## src/rtl/sub_pipe.sv

```systemverilog
// Carry-pipelined subtractor: X - Y split into SLICES slices, one slice per stage,
// with input skew and output deskew so a new pair can enter every enabled cycle.
module sub_pipe #(
    parameter int WIDTH  = 32,
    parameter int SLICES = 4
) (
    input  logic             clk,
    input  logic             reset,
    input  logic             en,
    input  logic             in_valid,
    input  logic [WIDTH-1:0] X,
    input  logic [WIDTH-1:0] Y,
    output logic [WIDTH-1:0] D,
    output logic             BORROW,
    output logic             OVF,
    output logic             out_valid
);
    localparam int S = WIDTH / SLICES;

    logic [SLICES-1:0] valid_reg;
    // carry_w[k] is the carry into slice k; slice 0 gets the +1 of the two's complement
    logic carry_w [SLICES];

    always_ff @(posedge clk or posedge reset) begin
        if (reset) begin
            valid_reg <= '0;
        end else if (en) begin
            valid_reg[0] <= in_valid;
            for (int i = 1; i < SLICES; i++) begin
                valid_reg[i] <= valid_reg[i-1];
            end
        end
    end

    assign out_valid = valid_reg[SLICES-1];

    genvar gi;
    generate
        for (gi = 0; gi < SLICES; gi++) begin : g_slice
            logic [S-1:0] x_op;
            logic [S-1:0] yn_op;
            logic [S:0]   sum_full;
            logic [S-1:0] sum_sr [SLICES-gi];

            if (gi == 0) begin : g_head
                assign x_op       = X[S-1:0];
                assign yn_op      = ~Y[S-1:0];
                assign carry_w[0] = 1'b1;
            end else begin : g_skew
                // slice gi operands wait gi cycles for the carry from below
                logic [S-1:0] x_sr  [gi];
                logic [S-1:0] yn_sr [gi];

                always_ff @(posedge clk or posedge reset) begin
                    if (reset) begin
                        for (int j = 0; j < gi; j++) begin
                            x_sr[j]  <= '0;
                            yn_sr[j] <= '0;
                        end
                    end else if (en) begin
                        x_sr[0]  <= X[gi*S +: S];
                        yn_sr[0] <= ~Y[gi*S +: S];
                        for (int j = 1; j < gi; j++) begin
                            x_sr[j]  <= x_sr[j-1];
                            yn_sr[j] <= yn_sr[j-1];
                        end
                    end
                end

                assign x_op  = x_sr[gi-1];
                assign yn_op = yn_sr[gi-1];
            end

            assign sum_full = {1'b0, x_op} + {1'b0, yn_op} + {{S{1'b0}}, carry_w[gi]};

            // sum_sr[0] is the stage register; the rest deskew it to the output stage
            always_ff @(posedge clk or posedge reset) begin
                if (reset) begin
                    for (int j = 0; j < SLICES - gi; j++) begin
                        sum_sr[j] <= '0;
                    end
                end else if (en) begin
                    sum_sr[0] <= sum_full[S-1:0];
                    for (int j = 1; j < SLICES - gi; j++) begin
                        sum_sr[j] <= sum_sr[j-1];
                    end
                end
            end

            assign D[gi*S +: S] = sum_sr[SLICES-gi-1];

            if (gi < SLICES - 1) begin : g_mid
                logic carry_reg;

                always_ff @(posedge clk or posedge reset) begin
                    if (reset) begin
                        carry_reg <= 1'b0;
                    end else if (en) begin
                        carry_reg <= sum_full[S];
                    end
                end

                assign carry_w[gi+1] = carry_reg;
            end else begin : g_top
                logic borrow_reg;
                logic ovf_reg;

                // yn_op holds ~Y, so "signs differ" is x_msb == yn_msb
                always_ff @(posedge clk or posedge reset) begin
                    if (reset) begin
                        borrow_reg <= 1'b0;
                        ovf_reg    <= 1'b0;
                    end else if (en) begin
                        borrow_reg <= ~sum_full[S];
                        ovf_reg    <= (x_op[S-1] == yn_op[S-1]) && (sum_full[S-1] != x_op[S-1]);
                    end
                end

                assign BORROW = borrow_reg;
                assign OVF    = ovf_reg;
            end
        end
    endgenerate
endmodule

```

## config.mk

```make
export PLATFORM = sky130hd
export DESIGN_NAME = sub_pipe
export DESIGN_NICKNAME = d
export VERILOG_FILES = /design/src/rtl/sub_pipe.sv
export SDC_FILE = /design/constraint.sdc
export NUM_CORES = 1
export LEC_CHECK = 0
export ABC_CLOCK_PERIOD_IN_PS = 8100
export CAP_MARGIN = 20
export CORE_ASPECT_RATIO = 0.75
export CORE_UTILIZATION = 45
export DETAILED_ROUTE_END_ITERATION = 7
export GPL_ROUTABILITY_DRIVEN = 0
export PLACE_DENSITY = 0.67
export REMOVE_ABC_BUFFERS = 1
export SYNTH_ARGS = -nofsm -noshare
export SYNTH_HDL_FRONTEND = slang
export SYNTH_SLANG_ARGS = --single-unit
```

## constraint.sdc

```tcl
create_clock -name clk -period 8.1 [get_ports clk]
set_input_delay 1.62 -clock clk [delete_from_list [all_inputs] [get_ports clk]]
set_output_delay 1.62 -clock clk [all_outputs]
set_load 0.01 [all_outputs]
```

**Word-level counts from Yosys, hierarchy flattened**

Cells that the tools add are included.

- Register bits after elaboration: 185
- Word-level logic and storage cells: 44

- Equality and inequality tests: 2
- Reduce and logical (&&, ||, !) cells: 1
- $add $sub $neg: 8
- Bitwise logic cells: 5

Operators with widths:

| operator | number |
|---|---|
| $add 8x8->9 | 4 |
| $not 8->8 | 4 |
| $add 9x1->9 | 3 |
| $add 9x1->9 const B | 1 |
| $eq 1x1->1 | 1 |
| $logic_and 1x1->1 | 1 |
| $ne 1x1->1 | 1 |
| $not 1->1 | 1 |

**Depth between registers and ports, before layout**

Gate-level depths: netlist of the first run.

- Depth in word-level cells: 4
- Depth in mapped cells: 8
- Depth with buffers taken out: 8

**Least setup slack after synthesis of the first run**

OpenSTA, ideal clock, no wires.

- Path type: input -> register
- Start point: in X[0]
- End point: reg g_slice[0].sum_sr[30] (netlist name)
- Cell stages on the path: 8
- Arrival: 2,863 ps
- Data required time: 7,982 ps
- Slack: 5,119 ps
- Path buffers: 0
- Setup time: 118 ps
- Cell sequence: inv_1 > ha_1 > fa_1 > nor2b_4 > o31a_1 > o31a_1 > a211oi_1 > a21o_1

- Cells in the longest elaborated chain, start to end: 2

Ends and longest elaborated chain:

| what | RTL line | RTL |
|---|---|---|
| start: declaration | 11 | `input logic [WIDTH-1:0] X,` |
| $add 8x8->9 | 74 | `assign sum_full = {1'b0, x_op} + {1'b0, yn_op} + {{S{1'b0}}, carry_w[gi]};` |
| $add 9x1->9 | 74 |  |
| end signal: indexed assignment | 85 | `sum_sr[j] <= sum_sr[j-1];` |
| end: declaration | 43 | `logic [S-1:0] sum_sr [SLICES-gi];` |

No other way between the ends.
A chain may end at the register's enable or synchronous reset.

==> results of run 1 <==
[final timing paths]
kind / endpoint / slack, ns / depth (start not counted)
worst max-delay path: g_slice[2].sum_sr[15] / 4.64 / 6
worst min-delay path: g_slice[0].sum_sr[28] / 0.47 / 1
worst max register to register: g_slice[1].sum_sr[22] / 5.72 / 7
worst min register to register: g_slice[0].sum_sr[28] / 0.47 / 1
max in group asynchronous: g_slice[1].sum_sr[23] / 5.19 / 4
min in group asynchronous: g_slice[1].g_skew.yn_sr[0] / 1.73 / 2
[stage by stage]
stage                     instance area, um2  worst slack [ns]  instances
after CTS                               9870              4.68        963
after detailed placement                9270              4.25        931
after global routing                    9900              4.48        964
final                                   9900              4.64        964
after global placement                  9270              4.34        931
after floorplan                         7920              1.45        585
[layout make-up]
type                            instances  area (um2)
Clock inverter                          8         118
Clock buffer                           24         482
Fill cell                            1496        7870
Sequential cell                       185        4630
Inverter                               19        78.8
Timing Repair Buffer                  105        1060
Multi-Input combinational cell        381        3220
Tap cell                              242         303
[synth_stat cells (all sizes together) (5+ instances only)]
cell	count
nor2	31
mux2	131
o21a	13
ha	29
o2bb2ai	5
buf	47
dfrtp	185
xnor2	7
nand2	31
a211oi	11
mux2i	5
inv	19
nor3	11
a21o	8
o21ai	37
a21oi	24
fa	7
[per-layer routing]
| metal | share of wire, % | vias up | global-route usage [%] |
|---|---|---|---|
| met5 | 0 | - | 0 |
| met4 | 0.64 | 0 | 4.75 |
| met2 | 45 | 89 | 24.5 |
| li1 | - | 2368 | - |
| met3 | 3.8 | 8 | 4.18 |
| met1 | 50 | 2430 | 24.0 |
[power breakdown]
group | leakage, nW | internal [W] | switching [W]
clock network | 0.294 | 0.000508 | 0.000325
logic | 1.77 | 0.000396 | 0.000280
registers | 2.18 | 0.00113 | 0.000126
[worst register-to-register path, delay by kind of cell (launching register included)]
kind | cells | cell delay, ns
adders and majority gates | 2 | 0.96
AOI/OAI and AO/OA | 4 | 0.84
and+or+nand+nor | 1 | 0.08
DFF | 1 | 0.41
[cells in the final DEF (no fill, tap or decap), drive strengths merged, types with 13 or more instances in the layout]
master         count
o21ai             37
o21a              13
nand2             31
nor2              31
dfrtp            185
inv               19
clkbuf            24
clkdlybuf4s50    101
a21oi             24
ha                29
mux2             131
[cells by family after synthesis]
kind of cell	share of synthesized area, %
DFF	56.3
and+or+nand+nor	4.27
buffers and inverters	4.58
adders and majority gates	6.11
xor gates and xnor gates	1.06
AOI/OAI and AO/OA	9.16
muxes	18.5
==> summary.md, run 1 <==
| Metric | Value |
|---|---|
| Top Registers | `g_slice.sum_sr x56, g_slice.g_skew.x_sr x32, g_slice.g_skew.yn_sr x32` |
| Post-synth EDFFs | `0` |
| Cells after synthesis | `636` |
| Total chip power | `0.00277 W` |
| # DRC | `0` |
| ANT nets after route | `0` |
| Flops & latches, synth | `185` |
| YS warnings | `0` |
| Setup crit start | `en` |
| Vias per cell | `5.08` |
| Clock Tree Buf Depth | `2` |
| Lkg Pwr | `4.24 nW` |
| Period minus WS final | `3.46 ns` |
| I/O Buffers | `102` |
| Reg2Reg Launch Point | `g_slice[0].g_mid.carry_reg` |
| Via count | `4895` |
| CTS tree | `built` |
| Worst path buffer plus inverter count | `2` |
| Critical path peak fanout | `99` |
| Pre-Repair DR Iteration Count | `4` |
| Rows | `42` |
| Drt wl/cell | `15.0 um` |
| ANT cells | `0` |
| Cts bufs inserted | `17` |
| Crit-path cells | `buf_6 -> buf_4 -> nand2_1 -> nor2_1 -> a222oi_1 -> nand2_1` |
| Die X | `158 um` |
| Async SR Flop Fraction | `100%` |
| Initial DRC count | `260` |
| Yosys cell types | `37` |
| Maxcap violations | `0` |
| Register area share after synthesis | `56.3%` |
| Endpoint arrival time on the critical path | `3.80 ns` |
| Antenna violations before repair | `0` |
| HPWL after DPL | `9630 um` |
| Number of global-route vias before repair | `5005` |
| Global route overflow | `0` |
| Placeable Area | `17800 um2` |
| Final Net Count | `813` |
| RSZ-0062 raised after global routing | `false` |
| Largest net degree at the start of global routing | `106` |
| Biggest register | `g_slice.sum_sr` |
| Worst Max-Slew Pin Slew | `1.03 ns` |
| Cell taking the most area after synthesis | `dfrtp_1` |
| Postcts setup bufs | `0` |
| Most frequent CP cell | `nand2_1` |
| FMAX | `289 MHz` |
| CTS root buf | `clkbuf_16` |
| CP max stage delay | `0.93 ns` |
| Peak supply drop | `0.153 mV` |
| First-pass GRT wire length | `24300 um` |
| Die Area | `18800 um2` |
| Worst setup SP type | `input pin` |
| Fin Setup TNS | `0 ns` |
| Slowest CP cell | `buf_4` |
| Primary FF master, synth | `dfrtp_1` |
| Number of flip-flops in the largest register | `56` |
| Setup Crit Path Kind | `input pin to register` |
| Clock sink count | `185` |
| Post-CTS sizing | `0` |
| Power Density | `280 nW/um2` |
| Hold Slack | `0.473 ns` |
| Hold Crit Start | `g_slice[0].sum_sr[28]` |
| Hold buffers post-CTS | `0` |
| Setup Skew | `0.00684 ns` |
| Required time worst endpoint | `8.45 ns` |
| Delay-heaviest family, CP | `buffers and inverters` |
| Ports | `103` |
| Final Setup Violations | `0` |
| Clock-pin slew on the worst setup and hold paths | `0.06 ns` |
| Count of final hold-check violations | `0` |
| Area Overhead vs Synth | `20.3%` |
| Type of the worst min-delay path | `register to register` |
| Syn avg cell area | `12.9 um2` |
| Gr usage total | `16.6%` |
| Status | `finished, final reports clean` |
| Synthesized area | `8230 um2` |
| Initial core utilization | `46.3%` |
| Layout cells sized above 1 | `23.5%` |
| Synth top area share | `56.3%` |
| Utilization after layout | `55.7%` |
| CP Capture Type | `register` |
| H-tree level count | `4` |
| Area contributors post-synth | `dfrtp_1 (56%), mux2_2 (18%), ha_1 (4.4%)` |
| Die height | `119 um` |
| Fin crit share | `42.7%` |
| Clk_lat worst skew | `0.42 ns` |
| Routed WL | `14400 um` |
| Max_slew headroom | `31.1%` |
| Max-slew violation count | `0` |
No activity file was read; power rests on OpenSTA's default activity.
==> run 2, diff against run 1 <==
--- a/config.mk
+++ b/config.mk
@@ -5,13 +5,13 @@
 export SDC_FILE = /design/constraint.sdc
 export NUM_CORES = 1
 export LEC_CHECK = 0
-export ABC_CLOCK_PERIOD_IN_PS = 8100
+export ABC_CLOCK_PERIOD_IN_PS = 3100
 export CAP_MARGIN = 20
 export CORE_ASPECT_RATIO = 0.75
 export CORE_UTILIZATION = 45
 export DETAILED_ROUTE_END_ITERATION = 7
 export GPL_ROUTABILITY_DRIVEN = 0
-export PLACE_DENSITY = 0.67
+export PLACE_DENSITY = 0.69
 export REMOVE_ABC_BUFFERS = 1
 export SYNTH_ARGS = -nofsm -noshare
 export SYNTH_HDL_FRONTEND = slang
==> constraint.sdc (replaced) <==
create_clock -name clk -period 3.1 [get_ports clk]
set_input_delay 0.62 -clock clk [delete_from_list [all_inputs] [get_ports clk]]
set_output_delay 0.62 -clock clk [all_outputs]
set_load 0.01 [all_outputs]
==> summary.md, run 2 (synthesized netlist as in run 1, its figures left out) <==
| Metric | Value |
|---|---|
| Status | `finished, final reports clean` |
| Commonest cells after routing, fill and taps aside | `dfrtp_1 (185), mux2_2 (131), clkdlybuf4s50_1 (101)` |
| Global route overflow | `0 (unchanged)` |
| Hold buffers post-CTS | `0 (unchanged)` |
| Max-slew violation count | `0 (unchanged)` |
| Comb pwr share | `25.3% (+0.9 points)` |
| Layout cells sized above 1 | `24.5% (+0.90 points)` |
| Utilization after layout | `55.7% (about the same)` |
| Clock Tree Buf Depth | `2 (unchanged)` |
| CP max stage delay | `0.51 ns (-0.42 ns)` |
| Switch Pwr | `0.00193 W (+160%)` |
| Maxcap violations | `0 (unchanged)` |
| Final Setup Violations | `0 (unchanged)` |
| Lkg Pwr | `4.25 nW (+0.14%)` |
| Net Sw Frac | `27.6% (+1.2 points)` |
| Sequential power share | `46.6% (+1.2 points)` |
| Crit-path cells | `fa_1 -> fa_1 -> a21oi_1 -> o211ai_1 -> a211oi_1 -> nor3_1 -> a21o_1` |
| Clock sink count | `185 (unchanged)` |
| Placeable Area | `17800 um2 (unchanged)` |
| Worst setup SP type | `register` |
| Ports | `103 (unchanged)` |
| HPWL after DPL | `9700 um (+0.75%)` |
| Peak supply drop | `0.330 mV (+120%)` |
| Via count | `4939 (+0.90%)` |
| First-pass GRT wire length | `24700 um (+1.8%)` |
| Die height | `119 um (unchanged)` |
| ANT nets after route | `0 (unchanged)` |
| # DRC | `0 (unchanged)` |
| Vias per cell | `5.09 (+0.27%)` |
| Gr usage total | `16.8% (+0.29 points)` |
| Required time worst endpoint | `3.41 ns (-5.04 ns)` |
| Clock share of power | `28.1% (-2.0 points)` |
| Power Density | `708 nW/um2 (+150%)` |
| CTS tree | `built` |
| Stages on worst setup path | `7 (+1)` |
| Number of flip-flops in the largest register | `56 (unchanged)` |
| Commonest non-fill, non-tap cell in the layout | `dfrtp_1` |
| Most frequent CP cell | `fa_1` |
| Routed WL | `14500 um (+0.36%)` |
| Clock-pin slew on the worst setup and hold paths | `0.07 ns (about the same)` |
| Worst Max-Slew Pin Slew | `0.959 ns (-0.0751 ns)` |
| Setup Skew | `0.00803 ns (+0.00119 ns)` |
| H-tree level count | `4 (unchanged)` |
| Setup Crit Path Kind | `register to register` |
| Cell Area, Placed | `9360 um2 (+0.94%)` |
| Max_slew headroom | `36.1% (+5.0 points)` |
| Pre-Repair DR Iteration Count | `4 (unchanged)` |
| Number of global-route vias before repair | `5093 (+1.8%)` |
| RSZ-0062 raised after global routing | `false` |
| Worst reg2reg setup slack | `0.74 ns (-4.98 ns)` |
| Hold path depth | `2 (+1)` |
| CTS root buf | `clkbuf_16` |
| Fin crit share | `76.1%` |
| Die Area | `18800 um2 (unchanged)` |
| Cts bufs inserted | `17 (unchanged)` |
| Period minus WS final | `2.36 ns` |
| Die X | `158 um (unchanged)` |
| Critical path peak fanout | `3 (-97%)` |
| CP Capture Type | `register` |
| Slowest CP cell | `fa_1` |
| Worst path buffer plus inverter count | `0 (-2)` |
| Final Net Count | `819 (+0.74%)` |
| Clk_lat worst skew | `0.42 ns (about the same)` |
| Antenna violations before repair | `0 (unchanged)` |
| Fin area | `9890 um2 (about the same)` |
| Post-CTS sizing | `0 (unchanged)` |
| Delay-heaviest family, CP | `adder cells` |
| Worst r2r path cells | `7 (unchanged)` |
| I/O Buffers | `102 (unchanged)` |
| Area Overhead vs Synth | `20.2% (about the same)` |
| Cell internal pwr | `0.00507 W (+150%)` |
| Count of final hold-check violations | `0 (unchanged)` |
| Largest net degree at the start of global routing | `189 (+78%)` |
| Top Registers | `g_slice.sum_sr x56, g_slice.g_skew.x_sr x32, g_slice.g_skew.yn_sr x32` |
| Type of the worst min-delay path | `register to register` |
| FMAX | `424 MHz` |
| Initial DRC count | `233 (-10%)` |
| Biggest register | `g_slice.sum_sr` |
| ANT cells | `0 (unchanged)` |
| Rows | `42 (unchanged)` |
| Endpoint arrival time on the critical path | `2.67 ns (-1.13 ns)` |
| Postcts setup bufs | `0 (unchanged)` |
| Drt wl/cell | `14.9 um (-0.26%)` |
| Initial core utilization | `46.3% (unchanged)` |
## run 2: final timing paths
check                                                 from                          to
worst max-delay path            g_slice[0].g_mid.carry_reg       g_slice[1].sum_sr[22]
worst min-delay path             g_slice[2].g_skew.x_sr[9]          g_slice[2].x_op[1]
worst max register to register  g_slice[0].g_mid.carry_reg       g_slice[1].sum_sr[22]
worst min register to register   g_slice[2].g_skew.x_sr[9]          g_slice[2].x_op[1]
max in group asynchronous                            reset  g_slice[1].g_skew.yn_sr[4]
min in group asynchronous                            reset  g_slice[1].g_skew.yn_sr[0]
## run 2: stage by stage
| step | setup WS (ns) | instances | setup TNS [ns] | power (W) | hold slack, ns |
|---|---|---|---|---|---|
| 3_5_place_dp | 0.424 | 938 | 0 | 0.00510 | 0.470 |
| 6_report | 0.742 | 970 | 0 | 0.00700 | 0.479 |
| 2_1_floorplan | -2.55 | 585 | -471.51 | 0.00429 | 0.446 |
| 3_3_place_gp | 0.538 | 938 | 0 | 0.00501 | 0.464 |
| 5_1_grt | 0.596 | 970 | 0 | 0.00743 | 0.496 |
| 4_1_cts | 0.764 | 970 | 0 | 0.00708 | 0.487 |
## run 2: per-layer routing
| metal | share of wire, % | up-vias | global-route usage [%] |
|---|---|---|---|
| li1 | - | 2385 | - |
| met4 | 1.0 | 0 | 5.05 |
| met2 | 47 | 84 | 26.2 |
| met5 | 0 | - | 0 |
| met3 | 3.5 | 12 | 4.40 |
| met1 | 49 | 2458 | 23.1 |
## run 2: tightest hold or removal path, delay by kind of cell (launching register included)
| family | cells | cell delay [ns] |
|---|---|---|
| flip-flops | 1 | 0.34 |
| AND/OR/NAND/NOR | 1 | 0.05 |
| AO/OA/AOI/OAI | 1 | 0.06 |
## run 2: final cells by class
class | instances | area (um2)
clock buffers | 21 | 460
clock inverters | 11 | 72.6
fillers | 1515 | 7870
inverters | 19 | 76.3
multi-input cells | 381 | 3220
flip-flops and latches | 185 | 4630
well taps | 242 | 303
repair buffers | 111 | 1130
## run 2: power by group through the flow
| stage | registers (W) | clock network [W] | logic [W] |
|---|---|---|---|
| 2_1_floorplan | 0.00331 | 0 | 0.000985 |
| 3_3_place_gp | 0.00328 | 0 | 0.00173 |
| 3_5_place_dp | 0.00331 | 0 | 0.00178 |
| 4_1_cts | 0.00327 | 0.00202 | 0.00180 |
| 5_1_grt | 0.00334 | 0.00214 | 0.00195 |
| 6_report | 0.00326 | 0.00197 | 0.00177 |
